<file path="src/rtl/mips_pkg.sv">
// rtl/mips_pkg.sv - MIPS opcode/func constants, field positions and decode record shared by ID and ALU.
package mips_pkg;

  localparam int XLEN   = 32;
  localparam int REG_AW = 5;
  localparam int NREGS  = 32;
  localparam int OP_W   = 6;
  localparam int FN_W   = 6;

  localparam int OP_LSB = 26;
  localparam int RS_LSB = 21;
  localparam int RT_LSB = 16;
  localparam int RD_LSB = 11;
  localparam int FN_LSB = 0;

  localparam logic [OP_W-1:0] OP_RTYPE = 6'b000000;
  localparam logic [OP_W-1:0] OP_BEQ   = 6'b000100;
  localparam logic [OP_W-1:0] OP_BNE   = 6'b000101;
  localparam logic [OP_W-1:0] OP_ADDI  = 6'b001000;
  localparam logic [OP_W-1:0] OP_ADDIU = 6'b001001;
  localparam logic [OP_W-1:0] OP_SLTI  = 6'b001010;
  localparam logic [OP_W-1:0] OP_SLTIU = 6'b001011;
  localparam logic [OP_W-1:0] OP_LW    = 6'b100011;
  localparam logic [OP_W-1:0] OP_SW    = 6'b101011;

  localparam logic [FN_W-1:0] FN_SLL = 6'b000000;
  localparam logic [FN_W-1:0] FN_SRL = 6'b000010;
  localparam logic [FN_W-1:0] FN_SRA = 6'b000011;
  localparam logic [FN_W-1:0] FN_ADD = 6'b100000;
  localparam logic [FN_W-1:0] FN_SUB = 6'b100010;

  typedef struct packed {
    logic              rs_used;
    logic              rt_used;
    logic              rd_valid;
    logic [REG_AW-1:0] rs;
    logic [REG_AW-1:0] rt;
    logic [REG_AW-1:0] rd;
  } dec_t;

endpackage

</file>
<file path="src/rtl/regfile.sv">
// rtl/regfile.sv - 32x32 register file, two read ports, one write port with same-cycle bypass.
module regfile
  import mips_pkg::*;
(
  input  logic              clk,
  input  logic              rst_n,
  input  logic              we,
  input  logic [REG_AW-1:0] waddr,
  input  logic [XLEN-1:0]   wdata,
  input  logic [REG_AW-1:0] raddr_a,
  input  logic [REG_AW-1:0] raddr_b,
  output logic [XLEN-1:0]   rdata_a,
  output logic [XLEN-1:0]   rdata_b
);

  logic [XLEN-1:0] rf [NREGS];

  always_ff @(posedge clk or negedge rst_n) begin
    if (!rst_n) begin
      for (int i = 0; i < NREGS; i++) rf[i] <= '0;
    end else if (we && waddr != '0) begin
      rf[waddr] <= wdata;
    end
  end

  // r0 is hardwired, so it wins over the bypass even when written this cycle
  always_comb begin
    rdata_a = rf[raddr_a];
    if (raddr_a == '0)                 rdata_a = '0;
    else if (we && waddr == raddr_a)   rdata_a = wdata;
    rdata_b = rf[raddr_b];
    if (raddr_b == '0)                 rdata_b = '0;
    else if (we && waddr == raddr_b)   rdata_b = wdata;
  end

endmodule

</file>
<file path="src/rtl/id_stage.sv">
// rtl/id_stage.sv - MIPS decode/issue stage: operand fetch, scoreboard interlock, EX output register.
module id_stage
  import mips_pkg::*;
(
  input  logic              clk,
  input  logic              rst_n,
  input  logic              if_valid,
  input  logic [XLEN-1:0]   if_instr,
  output logic              if_ready,
  output logic              ex_valid,
  input  logic              ex_ready,
  output logic [XLEN-1:0]   ex_regA,
  output logic [XLEN-1:0]   ex_regB,
  output logic [XLEN-1:0]   ex_instr,
  input  logic              wb_en,
  input  logic [REG_AW-1:0] wb_addr,
  input  logic [XLEN-1:0]   wb_data
);

  logic [OP_W-1:0]  op;
  logic [FN_W-1:0]  fn;
  dec_t             dec;
  logic [NREGS-1:0] pending, clr_mask, set_mask, busy;
  logic [XLEN-1:0]  rdata_a, rdata_b;
  logic             hazard, accept;

  assign op = if_instr[OP_LSB +: OP_W];
  assign fn = if_instr[FN_LSB +: FN_W];

  always_comb begin
    dec          = '0;
    dec.rs       = if_instr[RS_LSB +: REG_AW];
    dec.rt       = if_instr[RT_LSB +: REG_AW];
    dec.rs_used  = !(op == OP_RTYPE && (fn == FN_SLL || fn == FN_SRL || fn == FN_SRA));
    dec.rt_used  = (op == OP_RTYPE) || (op == OP_BEQ) || (op == OP_BNE) || (op == OP_SW);
    case (op)
      OP_RTYPE: begin
        dec.rd       = if_instr[RD_LSB +: REG_AW];
        dec.rd_valid = 1'b1;
      end
      OP_ADDI, OP_ADDIU, OP_SLTI, OP_SLTIU, OP_LW: begin
        dec.rd       = if_instr[RT_LSB +: REG_AW];
        dec.rd_valid = 1'b1;
      end
      default: ;
    endcase
  end

  // A register being written back this cycle is no longer a hazard: the bypass supplies it
  always_comb begin
    clr_mask = '0;
    if (wb_en) clr_mask[wb_addr] = 1'b1;
    set_mask = '0;
    if (accept && dec.rd_valid && dec.rd != '0) set_mask[dec.rd] = 1'b1;
  end

  assign busy     = pending & ~clr_mask;
  assign hazard   = (dec.rs_used  && busy[dec.rs]) ||
                    (dec.rt_used  && busy[dec.rt]) ||
                    (dec.rd_valid && busy[dec.rd]);
  assign if_ready = rst_n && (!ex_valid || ex_ready) && !hazard;
  assign accept   = if_valid && if_ready;

  // Set is OR'ed after clear so a coinciding issue keeps the bit owned by the new writer
  always_ff @(posedge clk or negedge rst_n) begin
    if (!rst_n) pending <= '0;
    else        pending <= (pending & ~clr_mask) | set_mask;
  end

  regfile u_regfile (
    .clk     (clk),
    .rst_n   (rst_n),
    .we      (wb_en),
    .waddr   (wb_addr),
    .wdata   (wb_data),
    .raddr_a (dec.rs),
    .raddr_b (dec.rt),
    .rdata_a (rdata_a),
    .rdata_b (rdata_b)
  );

  always_ff @(posedge clk or negedge rst_n) begin
    if (!rst_n) begin
      ex_valid <= 1'b0;
      ex_regA  <= '0;
      ex_regB  <= '0;
      ex_instr <= '0;
    end else if (accept) begin
      ex_valid <= 1'b1;
      ex_regA  <= dec.rs_used ? rdata_a : '0;
      ex_regB  <= dec.rt_used ? rdata_b : '0;
      ex_instr <= if_instr;
    end else if (ex_ready) begin
      ex_valid <= 1'b0;
    end
  end

endmodule

</file>
<file path="config.mk">
export PLATFORM = sky130hd
export DESIGN_NAME = id_stage
export DESIGN_NICKNAME = d
export VERILOG_FILES = /design/src/rtl/mips_pkg.sv /design/src/rtl/regfile.sv /design/src/rtl/id_stage.sv
export SDC_FILE = /design/constraint.sdc
export NUM_CORES = 2
export LEC_CHECK = 0
export CORE_MARGIN = 2
export CORE_UTILIZATION = 67
export DETAILED_ROUTE_END_ITERATION = 16
export MAX_ROUTING_LAYER = met4
export PLACE_DENSITY = 0.86
export SLEW_MARGIN = 20
export SYNTH_ARGS = -nofsm -noshare
export SYNTH_HDL_FRONTEND = slang
export SYNTH_SLANG_ARGS = --single-unit
</file>
<file path="constraint.sdc">
create_clock -name clk -period 7.3 [get_ports clk]
set_input_delay 1.46 -clock clk [delete_from_list [all_inputs] [get_ports clk]]
set_output_delay 1.46 -clock clk [all_outputs]
set_load 0.005 [all_outputs]
</file>
After elaboration in Yosys (flattened, before gate mapping)
Cells that the tools add are included.
W data, S select, Z words.
{"block": "totals", "ff_bits": 1153, "in_bits": 74, "out_inout_bits": 98, "word_cells": 131}
{"block": "classes", "order_cmp": 10, "eq_ne": 12, "muxes": 31, "n_bitwise": 6, "n_reduce_logical": 35}
{"op": "$bwmux W1024", "n": 1}
{"op": "$mux W32", "n": 13}
{"op": "$bmux W32 S5", "n": 2}
{"op": "$demux W32 S5", "n": 1}
{"op": "$and A32 B32 Y32", "n": 1}
{"op": "$not A32 Y32", "n": 1}
{"op": "$or A32 B32 Y32", "n": 1}
{"op": "$eq A6 B4 Y1 const B", "n": 4}
{"op": "$lt A5 B6 Y1 const B", "n": 4}
{"op": "$ge A6 B6 Y1 const B", "n": 3}
{"op": "$not A5 Y6", "n": 3}
{"op": "$bmux W1 S5", "n": 3}
{"op": "$logic_and A1 B1 Y1", "n": 15}
{"op": "$eq A6 B2 Y1 const B", "n": 2}
{"op": "$eq A6 B3 Y1 const B", "n": 2}
{"op": "$eq A6 B6 Y1 const B", "n": 2}
{"op": "$logic_not A6 Y1", "n": 2}
{"op": "$demux W1 S5", "n": 2}
{"op": "$eq A5 B5 Y1", "n": 2}
{"op": "$ge A5 B1 Y1 const B", "n": 2}
{"op": "$logic_not A5 Y1", "n": 2}
{"op": "$pmux W5 S2", "n": 1}
{"op": "$reduce_bool A5 Y1", "n": 2}
{"op": "$logic_or A1 B1 Y1", "n": 8}
{"op": "6 further kinds", "n": 15}

Longest topological paths before layout
{"block": "logic_depth", "depth_word": 19, "mapped_depth": 13, "mapped_depth_nobuf": 8}

Modules after synthesis
From an unflattened synthesis, not the netlist that was laid out.
{"block": "unflattened", "cells_unflattened": 4507, "hier_area_um2": 61815.5}
{"mod": "regfile", "instances": 1, "cells_per_inst": 3866, "area_per_inst_um2": 55169.2, "seq_area_each_um2": 25624.6}
{"mod": "id_stage", "instances": 1, "cells_per_inst": 641, "area_per_inst_um2": 6646.4, "seq_area_each_um2": 3228.1}

Worst setup path before layout
No wires, ideal clock.
{"block": "synth_timing", "path_kind": "input -> output", "start": "input if_instr[17]", "end": "output if_ready", "arrival_time_ns": 3.251, "t_required_ns": 5.840, "setup_slack_ns": 2.589, "stages": 9, "path_cell_list": "clkbuf_1 or3b_1 a211oi_2 o21ai_1 buf_2 nand2b_1 o31ai_1 nand4b_1 o21a_1"}
{"block": "synth_via", "elab_chain_cells": 7}
{"element": "start: declaration", "line": "id_stage.sv:8", "text": "input logic [XLEN-1:0] if_instr,"}
{"element": "$pmux W5 S2 / $bmux W1 S5 (equally long branches)", "line": "id_stage.sv:36, id_stage.sv:59"}
{"element": "$bmux W1 S5 / $mux W1 (equally long branches)", "line": "id_stage.sv:60, id_stage.sv:59"}
{"element": "$mux W1 (not written as such) / $logic_and A1 B1 Y1 (equally long branches)", "line": "id_stage.sv:60, id_stage.sv:59"}
{"element": "$logic_and A1 B1 Y1 / $logic_or A1 B1 Y1 (equally long branches)", "line": "id_stage.sv:60, id_stage.sv:58"}
{"element": "$logic_or A1 B1 Y1 (*)", "line": "id_stage.sv:59", "text": "(dec.rt_used && busy[dec.rt]) ||"}
{"element": "$logic_not A1 Y1 (*)", "line": "id_stage.sv:61", "text": "assign if_ready = rst_n && (!ex_valid || ex_ready) && !hazard;"}
{"element": "$logic_and A1 B1 Y1 (*)", "line": "id_stage.sv:61"}
{"element": "end: declaration", "line": "id_stage.sv:9", "text": "output logic if_ready,"}
Every way passes the cells marked *; elsewhere a longest branch is shown, timed or not. The select of a mux whose other input is x is not followed.

Final worst setup path
{"block": "layout_timing", "start": "input wb_en", "end": "output if_ready"}
{"block": "layout_via", "elab_chain_cells": 10}
{"element": "start: declaration", "line": "id_stage.sv:15", "text": "input logic wb_en,"}
{"element": "$mux W32 (*)", "line": "id_stage.sv:52", "text": "if (wb_en) clr_mask[wb_addr] = 1'b1;"}
{"element": "$not A32 Y32 (*)", "line": "id_stage.sv:57", "text": "assign busy = pending & ~clr_mask;"}
{"element": "$and A32 B32 Y32 (*)", "line": "id_stage.sv:57"}
{"element": "$bmux W1 S5, on equally long branches", "line": "id_stage.sv:58, id_stage.sv:59"}
{"element": "$mux W1, on equally long branches", "line": "id_stage.sv:58, id_stage.sv:59"}
{"element": "$logic_and A1 B1 Y1, on equally long branches", "line": "id_stage.sv:58, id_stage.sv:59"}
{"element": "$logic_or A1 B1 Y1", "line": "id_stage.sv:58", "text": "assign hazard = (dec.rs_used && busy[dec.rs]) ||"}
{"element": "$logic_or A1 B1 Y1 (*)", "line": "id_stage.sv:59"}
{"element": "$logic_not A1 Y1 (*)", "line": "id_stage.sv:61"}
{"element": "$logic_and A1 B1 Y1 (*)", "line": "id_stage.sv:61"}
Marked as above.

==> results.md <==
- Status: finished clean
- Critical Path Start Type: primary input
- CP max FO: 15
- Internal: 14.1 mW
- Dpl ws: 731 ps
- Post-cts hold buffer count: 0
- Met2 Use GR: 58.7%
- Setup ws final: 594 ps
- Io pins: 172
- Number of setup buffers added after CTS: 0
- P&R area growth vs syn: 11.4%
- Total track usage: 39.2%
- #FFs+latches synth: 1153
- Post-route ant nets: 0
- Worst-Skew Late Latency: 730 ps
- Hold crit path type: reg2reg
- Drt pass-1 iters: 5
- Fin nets: 3857
- Avg Inst Size Synth: 15.9 µm²
- DIE WIDTH: 305 µm
- Max VDD drop: 0.000319 V
- Post-route setup TNS: 0 ps
- Clk_skew: 35.8 ps
- # rows: 110
- Endpoints failing hold: 0
- RD Place Congestion: 0.951
- Slew @ Worst Pin: 1230 ps
- Die Height: 305 µm
- Port bufs: 171
- Clock-pin slew on the worst setup and hold paths: 60 ps
- Pins Over Slew Limit: 0
- Post-CTS Resized: 0
- RSZ-0062 raised after global routing: no
- CP arrival: 5250 ps
- Crit path max-delay cell type: clkdlybuf4s50_1
- Final Setup Violations: 0
- Area fraction of the dominant cell type after synthesis: 47.4%
- Worst path top cell family by delay: compound AO/OA/AOI/OAI gates
- Largest net degree at the start of global routing: 154
- Root Driver: clkbuf_16
- Final worst-path cycle share: 91.9%
- Top_reg_cell synth: dfrtp_1
- Final Cell Area: 67800 µm²
- Synthesized instance count: 3823
- Per-cell routed wire length: 34.1 µm
- Kind of critical path: in2out
- TritonCTS Sinks: 1153
- Initial antenna violation count: 3
- Cell mode on critical path: clkdlybuf4s50_1
- Critical Path Sink Type: output port
- Syn nets: 3897
- Total power per unit cell area: 281 nW/µm²
- Warnings, synthesis: 0
- Worst path required time: 5840 ps
- Core ar.: 90000 µm²
- 1st-iter DRT viols: 4770
- Via-per-instance ratio: 7.55
- Min Clock Period, post-route: 6710 ps
- Crit-path max cell delay: 870 ps
- Headroom to the max-slew limit: 17.5%
- Cell area after synthesis: 60900 µm²
- Vias in the first global route: 40100
- Largest area contributor in the netlist: dfrtp_1
- Number of flops mapped to enable cells by yosys: 0
- Sequential fraction of the synthesis area: 47.4%
- P_sw: 4.95 mW
- Clock share of power: 35.1%
- Initial Utilization: 67.6%
- # H-tree levels: 3
- Cell variety after synth: 79
- Synth top area cells: dfrtp_1 (47%), mux4_2 (24%), mux2_2 (20%)
- P_leak: 28.7 nW
- Grt peak-use layer: met2
- Routing usage on met1: 51.3%
- Sw Ratio: 26.0%
- Number of buffers and inverters on the critical path: 2
- Register share of total power: 44.5%
- CTS tree: yes
- Combinational Power Share: 20.4%
- Post-route DRC: 0
- Total routed wirelength: 173000 µm
- Global-route wire length before repair: 261000 µm
- Max Freq: 0.149 GHz
- Max-cap violation count: 0
- Worst-path cell chain: clkdlybuf4s50_1, nor4b_1, a21boi_0, o311ai_0, a2111oi_0, a311o_1, nand4b_1, o21a_1, clkdlybuf4s50_1
- Routed via count: 38300
- Ys async rst share: 100%
- DP HPWL: 95600 µm
- Congestion Overflow GR: 0
- Die area: 93300 µm²
- Grt met3 use: 9.44%
- Layout cell share with drive strength beyond 1: 54.5%
- TritonCTS Buffers: 117
- Placement-stage cell area: 63500 µm²
- CTS Buffer Depth: 3
path summary, 6_finish.rpt:
path	start	end	slack [ps]	cells after the start
max	wb_en	if_ready	590	9
min	u_regfile.rf[1016]	u_regfile.rf[1016]	400	0
max reg2reg	pending[0]	ex_instr[1]	3750	8
min reg2reg	u_regfile.rf[1016]	u_regfile.rf[1016]	400	0
max in group asynchronous	rst_n	u_regfile.rf[624]	3480	4
min in group asynchronous	rst_n	ex_instr[3]	740	1
worst register-to-register path, stage by stage, from the launching register on:
cell and delay, ps:
dfrtp_1 370, a21boi_0 390, o311ai_0 190, a2111oi_0 740, a311o_1 210, nand4b_1 250
o21ai_4 200, buf_4 600, mux2_2 460
state kept, by name (all words and copies together), names as in the netlist:
signal / flops
u_regfile.rf: 1024
ex_instr: 32
ex_regA: 32
ex_regB: 32
pending: 32
ex_valid: 1
synth_stat cells, types with 22 or more instances:
cell type	number
buf_2	22
nand2_1	32
mux4_2	650
mux2i_1	66
a211oi_1	68
nor2_1	101
o21ai_0	31
buf_1	97
clkbuf_1	296
dfrtp_1	1153
o31ai_1	29
mux2_2	1079
layer usage:
layer	routed length (µm)	up-vias
met5	0	-
met4	9200	0
met3	17200	578
met2	82400	2270
met1	63800	20500
li1	-	14900
power groups by stage:
stage / Sequential, mW / Combinational [mW] / Clock, mW
detailed placement: 8.53 / 3.85 / 0
global placement: 8.39 / 3.73 / 0
finish: 8.48 / 3.88 / 6.69
floorplan: 8.25 / 2.83 / 0
global route: 8.61 / 4.10 / 7.01
CTS: 8.44 / 3.88 / 6.74
cell type report:
type / count / area, µm²
antenna: 4 / 10.0
clock buffer: 160 / 3380
clock inverter: 61 / 950
fill: 5155 / 22200
inverter: 14 / 58.8
multi-input combinational: 2230 / 30500
sequential: 1153 / 28900
tap: 1176 / 1470
timing repair buffer: 267 / 2590
kinds of logic (layout without fill, tap and decap cells):
| logic type | count (synthesis) | in the layout | synth area share, % |
|---|---|---|---|
| mux | 1805 | 1805 | 45.3 |
| flops | 1153 | 1153 | 47.4 |
| buf+inv | 440 | 502 | 2.86 |
| compound gates | 212 | 212 | 2.60 |
| simple gates | 203 | 203 | 1.66 |
| xor+xnor | 10 | 10 | 0.144 |
| other cells | 0 | 4 | 0 |
metrics by stage:
step | power [mW] | util [%] | hold slack (ps) | instances
finish | 19.1 | 75.4 | 398 | 5065
global route | 19.7 | 75.4 | 403 | 5064
CTS | 19.1 | 75.4 | 397 | 5060
detailed placement | 12.4 | 70.6 | 383 | 4839
global placement | 12.1 | 70.4 | 377 | 4833
floorplan | 11.1 | - | 441 | 3823
cells in the final DEF (no fill, tap or decap), drive strengths merged, types with 8 or more instances in the layout:
cell	Yosys	layout
xor2	8	8
nand2b	8	8
o31ai	29	29
dfrtp	1153	1153
nand2	32	32
mux4	650	650
nor2	101	101
a211oi	69	69
o211ai	12	12
buf	129	116
clkdlybuf4s50	0	151
bufinv	0	22
clkbuf	297	160
mux2i	66	66
o21ai	42	42
nand3	11	11
clkinv	1	31
inv	13	16
mux2	1089	1089
No activity file was read; power rests on OpenSTA's default activity.
